==> src/rtl/qed_consistency_monitor.sv <==
// qed_consistency_monitor
// Watches the original and duplicate instruction streams of an SQED-style
// split core. When the two commit counts meet (equal, non-zero, not
// saturated), it snapshots the split register file and scans each
// original/duplicate register pair over NUM_REGS/LANES cycles.
//
// Ports
//   clk           core clock
//   rst           asynchronous active-low reset
//   chk_en        enables triggering of new checks
//   clr_err       synchronous clear of sticky flags and mismatch_idx
//   orig_commit   one original instruction committed this cycle
//   dup_commit    one duplicate instruction committed this cycle
//   regs_flat     split regfile, reg i at [i*XLEN +: XLEN]; dup of i is i+NUM_REGS
//   busy          scan or done phase in progress
//   check_done    one-cycle pulse at the end of each check
//   check_pass    valid with check_done: every compared pair was equal
//   mismatch      sticky: some check failed
//   mismatch_idx  lowest failing pair of the first failing check
//   seq_err       sticky: dup count overtook orig count, or a counter saturated
//   overlap_err   sticky: a trigger arrived while busy and was dropped
//   check_count   completed checks, saturating
module qed_consistency_monitor #(
  parameter int unsigned XLEN      = 32,
  parameter int unsigned NUM_REGS  = 16,
  parameter int unsigned LANES     = 4,
  parameter int unsigned SKIP_REG0 = 1,
  parameter int unsigned CNT_W     = 16
) (
  input  logic                         clk,
  input  logic                         rst,
  input  logic                         chk_en,
  input  logic                         clr_err,
  input  logic                         orig_commit,
  input  logic                         dup_commit,
  input  logic [2*NUM_REGS*XLEN-1:0]   regs_flat,
  output logic                         busy,
  output logic                         check_done,
  output logic                         check_pass,
  output logic                         mismatch,
  output logic [$clog2(NUM_REGS)-1:0]  mismatch_idx,
  output logic                         seq_err,
  output logic                         overlap_err,
  output logic [CNT_W-1:0]             check_count
);

  localparam int unsigned IDXW = $clog2(NUM_REGS);
  localparam int unsigned LAST = NUM_REGS - LANES;

  typedef enum logic [1:0] {
    S_IDLE,
    S_SCAN,
    S_DONE
  } state_t;

  state_t                       r_state;
  state_t                       w_state_nxt;
  logic [CNT_W-1:0]             r_orig_cnt;
  logic [CNT_W-1:0]             r_dup_cnt;
  logic [CNT_W-1:0]             w_orig_nxt;
  logic [CNT_W-1:0]             w_dup_nxt;
  logic                         r_ready_q;
  logic                         r_ready_d;
  logic [2*NUM_REGS*XLEN-1:0]   r_snap;
  logic [IDXW-1:0]              r_idx;
  logic                         r_fail;
  logic                         r_mismatch;
  logic [IDXW-1:0]              r_mismatch_idx;
  logic                         r_seq_err;
  logic                         r_overlap_err;
  logic [CNT_W-1:0]             r_check_count;

  logic                         w_orig_max;
  logic                         w_dup_max;
  logic                         w_ready;
  logic                         w_trig;
  logic                         w_seq_set;
  logic                         w_ovl_set;
  logic                         w_start;
  logic                         w_scan;
  logic                         w_done;
  logic                         w_latch;
  logic                         w_grp_fail;
  logic [IDXW-1:0]              w_grp_idx;

  // Commit counters, saturating at all-ones.
  assign w_orig_max = &r_orig_cnt;
  assign w_dup_max  = &r_dup_cnt;
  assign w_orig_nxt = (orig_commit && !w_orig_max) ? r_orig_cnt + CNT_W'(1) : r_orig_cnt;
  assign w_dup_nxt  = (dup_commit  && !w_dup_max)  ? r_dup_cnt  + CNT_W'(1) : r_dup_cnt;

  // Sequencing violations are judged only on cycles that carry a commit, so a
  // parked saturated counter does not keep re-asserting seq_err after clr_err.
  assign w_seq_set = (orig_commit || dup_commit) &&
                     ((&w_orig_nxt) || (&w_dup_nxt) || (w_dup_nxt > w_orig_nxt));

  assign w_ready = (r_orig_cnt == r_dup_cnt) && (r_orig_cnt != '0) &&
                   !w_orig_max && !w_dup_max;
  assign w_trig  = chk_en && r_ready_q && !r_ready_d;

  assign w_scan    = (r_state == S_SCAN);
  assign w_done    = (r_state == S_DONE);
  assign w_ovl_set = w_trig && (r_state != S_IDLE);
  // Only the first failing group of a check may record the index, and only
  // while no earlier check has failed.
  assign w_latch   = w_scan && w_grp_fail && !r_mismatch && !r_fail;

  // Compare the current group of pairs from the snapshot.
  always_comb begin
    int unsigned p;
    w_grp_fail = 1'b0;
    w_grp_idx  = '0;
    p          = 0;
    for (int unsigned l = 0; l < LANES; l++) begin
      p = 32'(r_idx) + l;
      if ((r_snap[p*XLEN +: XLEN] != r_snap[(p+NUM_REGS)*XLEN +: XLEN]) &&
          !((SKIP_REG0 != 0) && (p == 0)) && !w_grp_fail) begin
        w_grp_fail = 1'b1;
        w_grp_idx  = IDXW'(p);
      end
    end
  end

  // Next-state and phase outputs.
  always_comb begin
    w_state_nxt = r_state;
    w_start     = 1'b0;
    busy        = (r_state != S_IDLE);
    check_done  = (r_state == S_DONE);
    check_pass  = (r_state == S_DONE) && !r_fail;
    case (r_state)
      S_IDLE: begin
        if (w_trig) begin
          w_start     = 1'b1;
          w_state_nxt = S_SCAN;
        end
      end
      S_SCAN: begin
        if (r_idx == IDXW'(LAST)) w_state_nxt = S_DONE;
      end
      S_DONE:  w_state_nxt = S_IDLE;
      default: w_state_nxt = S_IDLE;
    endcase
  end

  always_ff @(posedge clk or negedge rst) begin
    if (!rst) r_state <= S_IDLE;
    else      r_state <= w_state_nxt;
  end

  always_ff @(posedge clk or negedge rst) begin
    if (!rst) begin
      r_orig_cnt     <= '0;
      r_dup_cnt      <= '0;
      r_ready_q      <= 1'b0;
      r_ready_d      <= 1'b0;
      r_snap         <= '0;
      r_idx          <= '0;
      r_fail         <= 1'b0;
      r_mismatch     <= 1'b0;
      r_mismatch_idx <= '0;
      r_seq_err      <= 1'b0;
      r_overlap_err  <= 1'b0;
      r_check_count  <= '0;
    end else begin
      r_orig_cnt <= w_orig_nxt;
      r_dup_cnt  <= w_dup_nxt;
      r_ready_q  <= w_ready;
      r_ready_d  <= r_ready_q;

      if (w_start) begin
        r_snap <= regs_flat;
        r_idx  <= '0;
        r_fail <= 1'b0;
      end else if (w_scan) begin
        r_idx <= r_idx + IDXW'(LANES);
        if (w_grp_fail) r_fail <= 1'b1;
      end

      // Set events take priority over clr_err.
      r_seq_err     <= w_seq_set | (r_seq_err & ~clr_err);
      r_overlap_err <= w_ovl_set | (r_overlap_err & ~clr_err);
      r_mismatch    <= (w_done & r_fail) | (r_mismatch & ~clr_err);

      if (w_latch)      r_mismatch_idx <= w_grp_idx;
      else if (clr_err) r_mismatch_idx <= '0;

      if (w_done && !(&r_check_count)) r_check_count <= r_check_count + CNT_W'(1);
    end
  end

  assign mismatch     = r_mismatch;
  assign mismatch_idx = r_mismatch_idx;
  assign seq_err      = r_seq_err;
  assign overlap_err  = r_overlap_err;
  assign check_count  = r_check_count;

endmodule

==> config.mk <==
export PLATFORM = sky130hd
export DESIGN_NAME = qed_consistency_monitor
export DESIGN_NICKNAME = d
export VERILOG_FILES = /design/src/rtl/qed_consistency_monitor.sv
export SDC_FILE = /design/constraint.sdc
export NUM_CORES = 2
export LEC_CHECK = 0
export ABC_AREA = 0
export CELL_PAD_IN_SITES_DETAIL_PLACEMENT = 2
export CELL_PAD_IN_SITES_GLOBAL_PLACEMENT = 2
export CORE_AREA = 2 2 413 415
export CTS_CLUSTER_SIZE = 24
export DETAILED_ROUTE_END_ITERATION = 10
export DIE_AREA = 0 0 415 417
export PLACE_DENSITY_LB_ADDON = 0.1
export SLEW_MARGIN = 15
export SYNTH_ARGS = -nofsm -noshare
export SYNTH_HDL_FRONTEND = slang
export SYNTH_SLANG_ARGS = --single-unit
==> constraint.sdc <==
create_clock -name clk -period 3.9 [get_ports clk]
set_clock_uncertainty 0.05 [all_clocks]
set_input_delay 0.585 -clock clk [delete_from_list [all_inputs] [get_ports clk]]
set_output_delay 0.585 -clock clk [all_outputs]
set_load 0.05 [all_outputs]
After elaboration in Yosys (flattened, before gate mapping)
Index checks and enable logic that the tools add are counted.
Storage, ports and cells
  input port bits: 1030
  logic and storage cells: 127
  register bits after elaboration: 1088
  output and inout port bits: 26
Cells by class
  reduce and logical (&&, ||, !) cells: 54
  mux-type cells: 22
  add/sub/neg operators: 11
  shift operators: 8
  bitwise operators: 8
  eq/ne operators: 10
  $lt $le $gt $ge: 1
Operators with widths (count)
  $shiftx A1024 B12 Y32: 4
  $shiftx A1024 B11 Y32: 3
  $shiftx A1024 B10 Y32: 1
  $logic_not A32 Y1: 4
  $ne A32 B32 Y1: 4
  $reduce_and A16 Y1: 5
  $add A16 B1 Y16 const B: 3
  $mux W16: 2
  $mux W4: 8
  $logic_and A1 B1 Y1: 21
  $add A5 B5 Y6 const B: 3
  $eq A16 B16 Y1: 1
  $gt A16 B16 Y1: 1
  $reduce_bool A16 Y1: 1
  $logic_not A1 Y1: 13
  $add A4 B2 Y5 const B: 2
  $mux W1: 9
  $reduce_bool A2 Y1: 4
  $add A4 B5 Y6 const B: 1
  $add A4 B1 Y5 const B: 1
  $add A4 B3 Y4 const B: 1
  $and A1 B1 Y1: 4
  $eq A4 B4 Y1 const B: 1
  $mux W2: 2
  other kinds (10): 15

Longest topological paths before layout
  depth in word-level cells: 18
  depth in mapped cells: 16
  mapped depth without buffers: 16

Worst setup path after synthesis
Ideal clock, no wire load.
  kind: flip-flop to flip-flop
  from: register r_orig_cnt[0]
  to: register r_seq_err, in the netlist seq_err
  setup time: 0.134 ns
  slack: 0.514 ns
  clock period less this slack: 3.386 ns
  buffers on the path: 1
  arrival: 3.202 ns
  stages on the path, launching flop included: 17
  required time: 3.716 ns
  cells stage by stage: dfrtp_1 ha_1 and3_1 clkbuf_1 a211oi_1 nand2_1 xnor2_1 inv_1 ha_1 a21o_1 a21o_1 a21oi_1 nor2_1 a2111oi_0 o221ai_2 o221ai_2 o211ai_1
On the way
  word-level cells in the longest chain between the ends: 9
  elaborated cells between the ends (all ways): 11
  those cells by class: add/sub (1); order compare (1); mux (1); bitwise (1); reduce/logical (7)
Ends and longest elaborated chain
  start, declared: RTL line 58  | logic [CNT_W-1:0] r_orig_cnt;
  start signal, assigned: RTL line 166  | r_orig_cnt <= w_orig_nxt;
  parallel branches: the longest is 3 deep, another holds $add A16 B1 Y16
  $mux W16 (*): RTL line 89  | assign w_orig_nxt = (orig_commit && !w_orig_max) ? r_orig_cnt + CNT_W'(1) : r_orig_cnt;
  named net w_orig_nxt[5]: RTL line 60  | logic [CNT_W-1:0] w_orig_nxt;
  parallel branches: the longest is 2 deep, another holds $gt A16 B16 Y1
  $logic_or A1 B1 Y1 (*): RTL line 95  | ((&w_orig_nxt) || (&w_dup_nxt) || (w_dup_nxt > w_orig_nxt));
  $logic_and A1 B1 Y1 (*): RTL line 94  | assign w_seq_set = (orig_commit || dup_commit) &&
  $or A1 B1 Y1 (*): RTL line 181  | r_seq_err <= w_seq_set | (r_seq_err & ~clr_err);
  end signal, assigned: RTL line 181
  end, declared: RTL line 69  | logic r_seq_err;
Mark *: on every way through the listed nets, which the timed path passes.
A chain may end at the register's enable or synchronous reset.

Worst setup path after layout
  from: register r_dup_cnt[1]
  to: register r_seq_err, in the netlist seq_err
On the way
  word-level cells in the longest chain between the ends: 9
  elaborated cells between the ends (all ways): 11
  those cells by class: add/sub (1); order compare (1); mux (1); bitwise (1); reduce/logical (7)
Ends and longest elaborated chain
  start, declared: RTL line 59  | logic [CNT_W-1:0] r_dup_cnt;
  start signal, assigned: RTL line 167  | r_dup_cnt <= w_dup_nxt;
  parallel branches: the longest is 3 deep, another holds $add A16 B1 Y16
  $mux W16 (*): RTL line 90  | assign w_dup_nxt = (dup_commit && !w_dup_max) ? r_dup_cnt + CNT_W'(1) : r_dup_cnt;
  named net w_dup_nxt[5]: RTL line 61  | logic [CNT_W-1:0] w_dup_nxt;
  parallel branches: the longest is 2 deep, another holds $gt A16 B16 Y1
  $logic_or A1 B1 Y1 (*): RTL line 95
  $logic_and A1 B1 Y1 (*): RTL line 94
  $or A1 B1 Y1 (*): RTL line 181
Marked as above.

==> results.sh <==
export IMPL_status="completed"
export IMPL_clk_latency_ns=0.77
export IMPL_core_um2=169000
export IMPL_layout_cells_non_filler=8889
export IMPL_rsz0062_at_grt="no"
export IMPL_drv_slew=0
export IMPL_crit_path_start_kind="flip-flop"
export IMPL_nets=7546
export IMPL_seq_power_share_pct=41.7
export IMPL_hp_class="input port to flip-flop"
export IMPL_post_dp_hpwl_mm=158
export IMPL_relSlewSlack_pct=36.4
export IMPL_wirelength_mm=206
export IMPL_grt_pass1_vias=45900
export IMPL_period_needed_ns=3.61
export IMPL_grt_pass1_wl_mm=304
export IMPL_place_area_um2=61300
export IMPL_wl_per_cell_um=23.2
export IMPL_fillers=18500
export IMPL_synth_edff_count=0
export IMPL_avgSynthCellArea_um2=8.76
export IMPL_power_switching_w=0.0141
export IMPL_period_share_pct=92.5
export IMPL_path_max_fanout=5
export IMPL_async_reset_ff_share_pct=100
export IMPL_power_frac_clock_pct=31.2
export IMPL_max_cap_violations=0
export IMPL_cts_sinks=1086
export IMPL_ir_worst_vdd_v=0.000459
export IMPL_synth_most_common_cell="nand2_1"
export IMPL_cts_tree="done"
export IMPL_setup_viol=0
export IMPL_p_leak_nw=33.5
export IMPL_use_met3_pct=6.13
export IMPL_via_per_inst=4.59
export IMPL_stdcell_area_um2=66100
export IMPL_ys_seq_area_share_pct=57.3
export IMPL_pwr_share_comb_pct=27.1
export IMPL_worst_slew_pin_slew_ns=0.952
export IMPL_dieArea_um2=173000
export IMPL_drive_gt1_share_pct=5.39
export IMPL_fin_setup_tns_ns=0
export IMPL_switching_share_pct=33.4
export IMPL_use_met1_pct=25.6
export IMPL_synth_cell_types=57
export IMPL_cts_inserted_buffers=139
export IMPL_netlist_instances=5417
export IMPL_netlist_area_um2=47500
export IMPL_die_w_um=415
export IMPL_drc=0
export IMPL_total_power_w=0.0421
export IMPL_top_usage_layer="met2"
export IMPL_hold_violations=0
export IMPL_ant_nets=0
export IMPL_first_pass_iters=5
export IMPL_grt_start_max_net_pins=126
export IMPL_yosys_top_cells_area="dfrtp_1 (57%), nand2_1 (25%), xnor2_1 (6.1%)"
export IMPL_yosys_area_top_type="dfrtp_1"
export IMPL_arrival_ns=4.18
export IMPL_fmax_ghz=0.277
export IMPL_vias=40800
export IMPL_io_pins=1056
export IMPL_chipHeight_um=417
export IMPL_ys_flop_type="dfrtp_1"
export IMPL_drt_iter0_drc=1946
export IMPL_cp_required_ns=4.47
export IMPL_syn2layout_area_growth_pct=39.3
export IMPL_dp_cells=8570
export IMPL_portBuffers=1055
export IMPL_ys_warn_count=0
export IMPL_antenna_found_initial=187
export IMPL_synth_nets=6469
export IMPL_worstSetupEndpointType="flip-flop"
export IMPL_htreeDepth=4
export IMPL_start_util_pct=28.2
export IMPL_worstSetupPathType="flip-flop to flip-flop"
export IMPL_clk_pin_slew_worst_paths_ns=0.06
export IMPL_track_usage_pct=23.8
export IMPL_synth_top_cell_area_share_pct=57.3
export IMPL_synth_seq_cells=1086
export IMPL_grt_overflow=0
export IMPL_grtUsageMet2_pct=43.4
export IMPL_p_int_w=0.0281
export IMPL_gp_congestion=0.817
export IMPL_ys_top_cells_by_count="nand2_1 (3106), dfrtp_1 (1086), xnor2_1 (331), xor2_1 (243), clkbuf_1 (227)"
export IMPL_clockBufferDepth=3
export IMPL_num_rows=151
export IMPL_clock_root_buffer="clkbuf_16"
export IMPL_power_density_nw_per_um2=638
[worst paths after layout]
kind,slack (ns),cells after the start,endpoint,startpoint
setup / recovery,0.29,17,seq_err$_DFF_PN0_,r_dup_cnt[1]$_DFF_PN0_
hold / removal,0.29,3,r_snap[764]$_DFFE_PN0P_,regs_flat[764]
setup reg to reg,0.29,17,seq_err$_DFF_PN0_,r_dup_cnt[1]$_DFF_PN0_
hold reg to reg,0.36,0,r_ready_d$_DFF_PN0_,r_ready_q$_DFF_PN0_
max in group asynchronous,2.20,3,check_count[4]$_DFFE_PN0P_,rst
min in group asynchronous,0.33,2,r_snap[88]$_DFFE_PN0P_,rst
[per-stage QoR]
stage | util, % | hold slack (ns) | setup slack, ns
4_1_cts | 39.1 | 0.224 | 0.209
5_1_grt | 39.2 | 0.257 | 0.0173
3_5_place_dp | 36.4 | 0.331 | -0.0229
2_1_floorplan | - | 0.239 | 0.514
3_3_place_gp | 36.4 | 0.312 | -0.113
6_report | 39.2 | 0.294 | 0.291
[placed cells by master, fill, tap and decap left out, types with 39 or more instances in the layout]
master / instances
dfrtp_1: 1084
xor2_1: 243
nor4_1: 66
xnor2_1: 330
clkbuf_16: 148
clkbuf_1: 39
buf_4: 83
nand2_1: 3106
nand4_1: 91
diode_2: 69
clkdlybuf4s50_1: 1053
[registers in the layout, indices dropped and copies added (netlist names)]
register	cells
check_count	16
mismatch	1
mismatch_idx	4
overlap_err	1
r_dup_cnt	16
r_fail	1
r_idx	2
r_orig_cnt	16
r_ready_d	1
r_ready_q	1
r_snap	1024
r_state	2
seq_err	1
[cells by family after synthesis]
family / count (synthesis) / synth area share [%]
AOI/OAI and AO/OA: 66 / 1.05
adders and majority gates: 23 / 0.604
DFF: 1086 / 57.3
muxes: 7 / 0.163
buffers and inverters: 269 / 2.15
xor gates and xnor gates: 574 / 10.6
and+or+nand+nor: 3392 / 28.2
[routing by layer]
metal | wire length (µm) | up-vias | share of wire, %
li1 | - | 19000 | -
met5 | 628 | - | 0.30
met2 | 109000 | 904 | 53
met3 | 10200 | 507 | 4.9
met1 | 77100 | 20300 | 37
met4 | 9700 | 102 | 4.7
[power groups by stage]
stage          combinational, W  clock, W  sequential, W
2_1_floorplan           0.00701         0         0.0171
3_5_place_dp             0.0117         0         0.0178
3_3_place_gp             0.0114         0         0.0175
4_1_cts                  0.0119    0.0136         0.0176
6_report                 0.0114    0.0131         0.0176
5_1_grt                  0.0131    0.0140         0.0181
[worst max-delay path, cell delays in order, from the launching register on]
cell       delay [ns]
dfrtp_1          0.43
ha_1             0.26
nand3_1          0.09
nor2_1           0.08
a31o_2           0.26
nor2_1           0.22
nand2_1          0.13
xnor2_2          0.23
ha_1             0.29
a21o_1           0.16
a21o_1           0.17
a21oi_1          0.29
nor2_1           0.08
a2111oi_0        0.29
buf_4            0.18
o221ai_2         0.08
o221ai_2         0.07
o211ai_1         0.11
[cell type report]
type / count / area (µm²) / area share [%]
Antenna cell: 69 / 173 / 0.261
Clock buffer: 218 / 4280 / 6.47
Clock inverter: 31 / 355 / 0.538
Inverter: 30 / 113 / 0.170
Multi-Input combinational cell: 4062 / 19300 / 29.2
Sequential cell: 1086 / 27200 / 41.1
Tap cell: 2218 / 2780 / 4.20
Timing Repair Buffer: 1175 / 11900 / 18.0
[what timing repair did]
action / in CTS / in global routing
setup endpoints to repair: 0 / 1
resized for setup: 0 / 2
buffers inserted: 0 / 0
hold buffers: 1 / 0
endpoints found under the hold margin: 32 / 0
(Power assumes the default switching activity.)
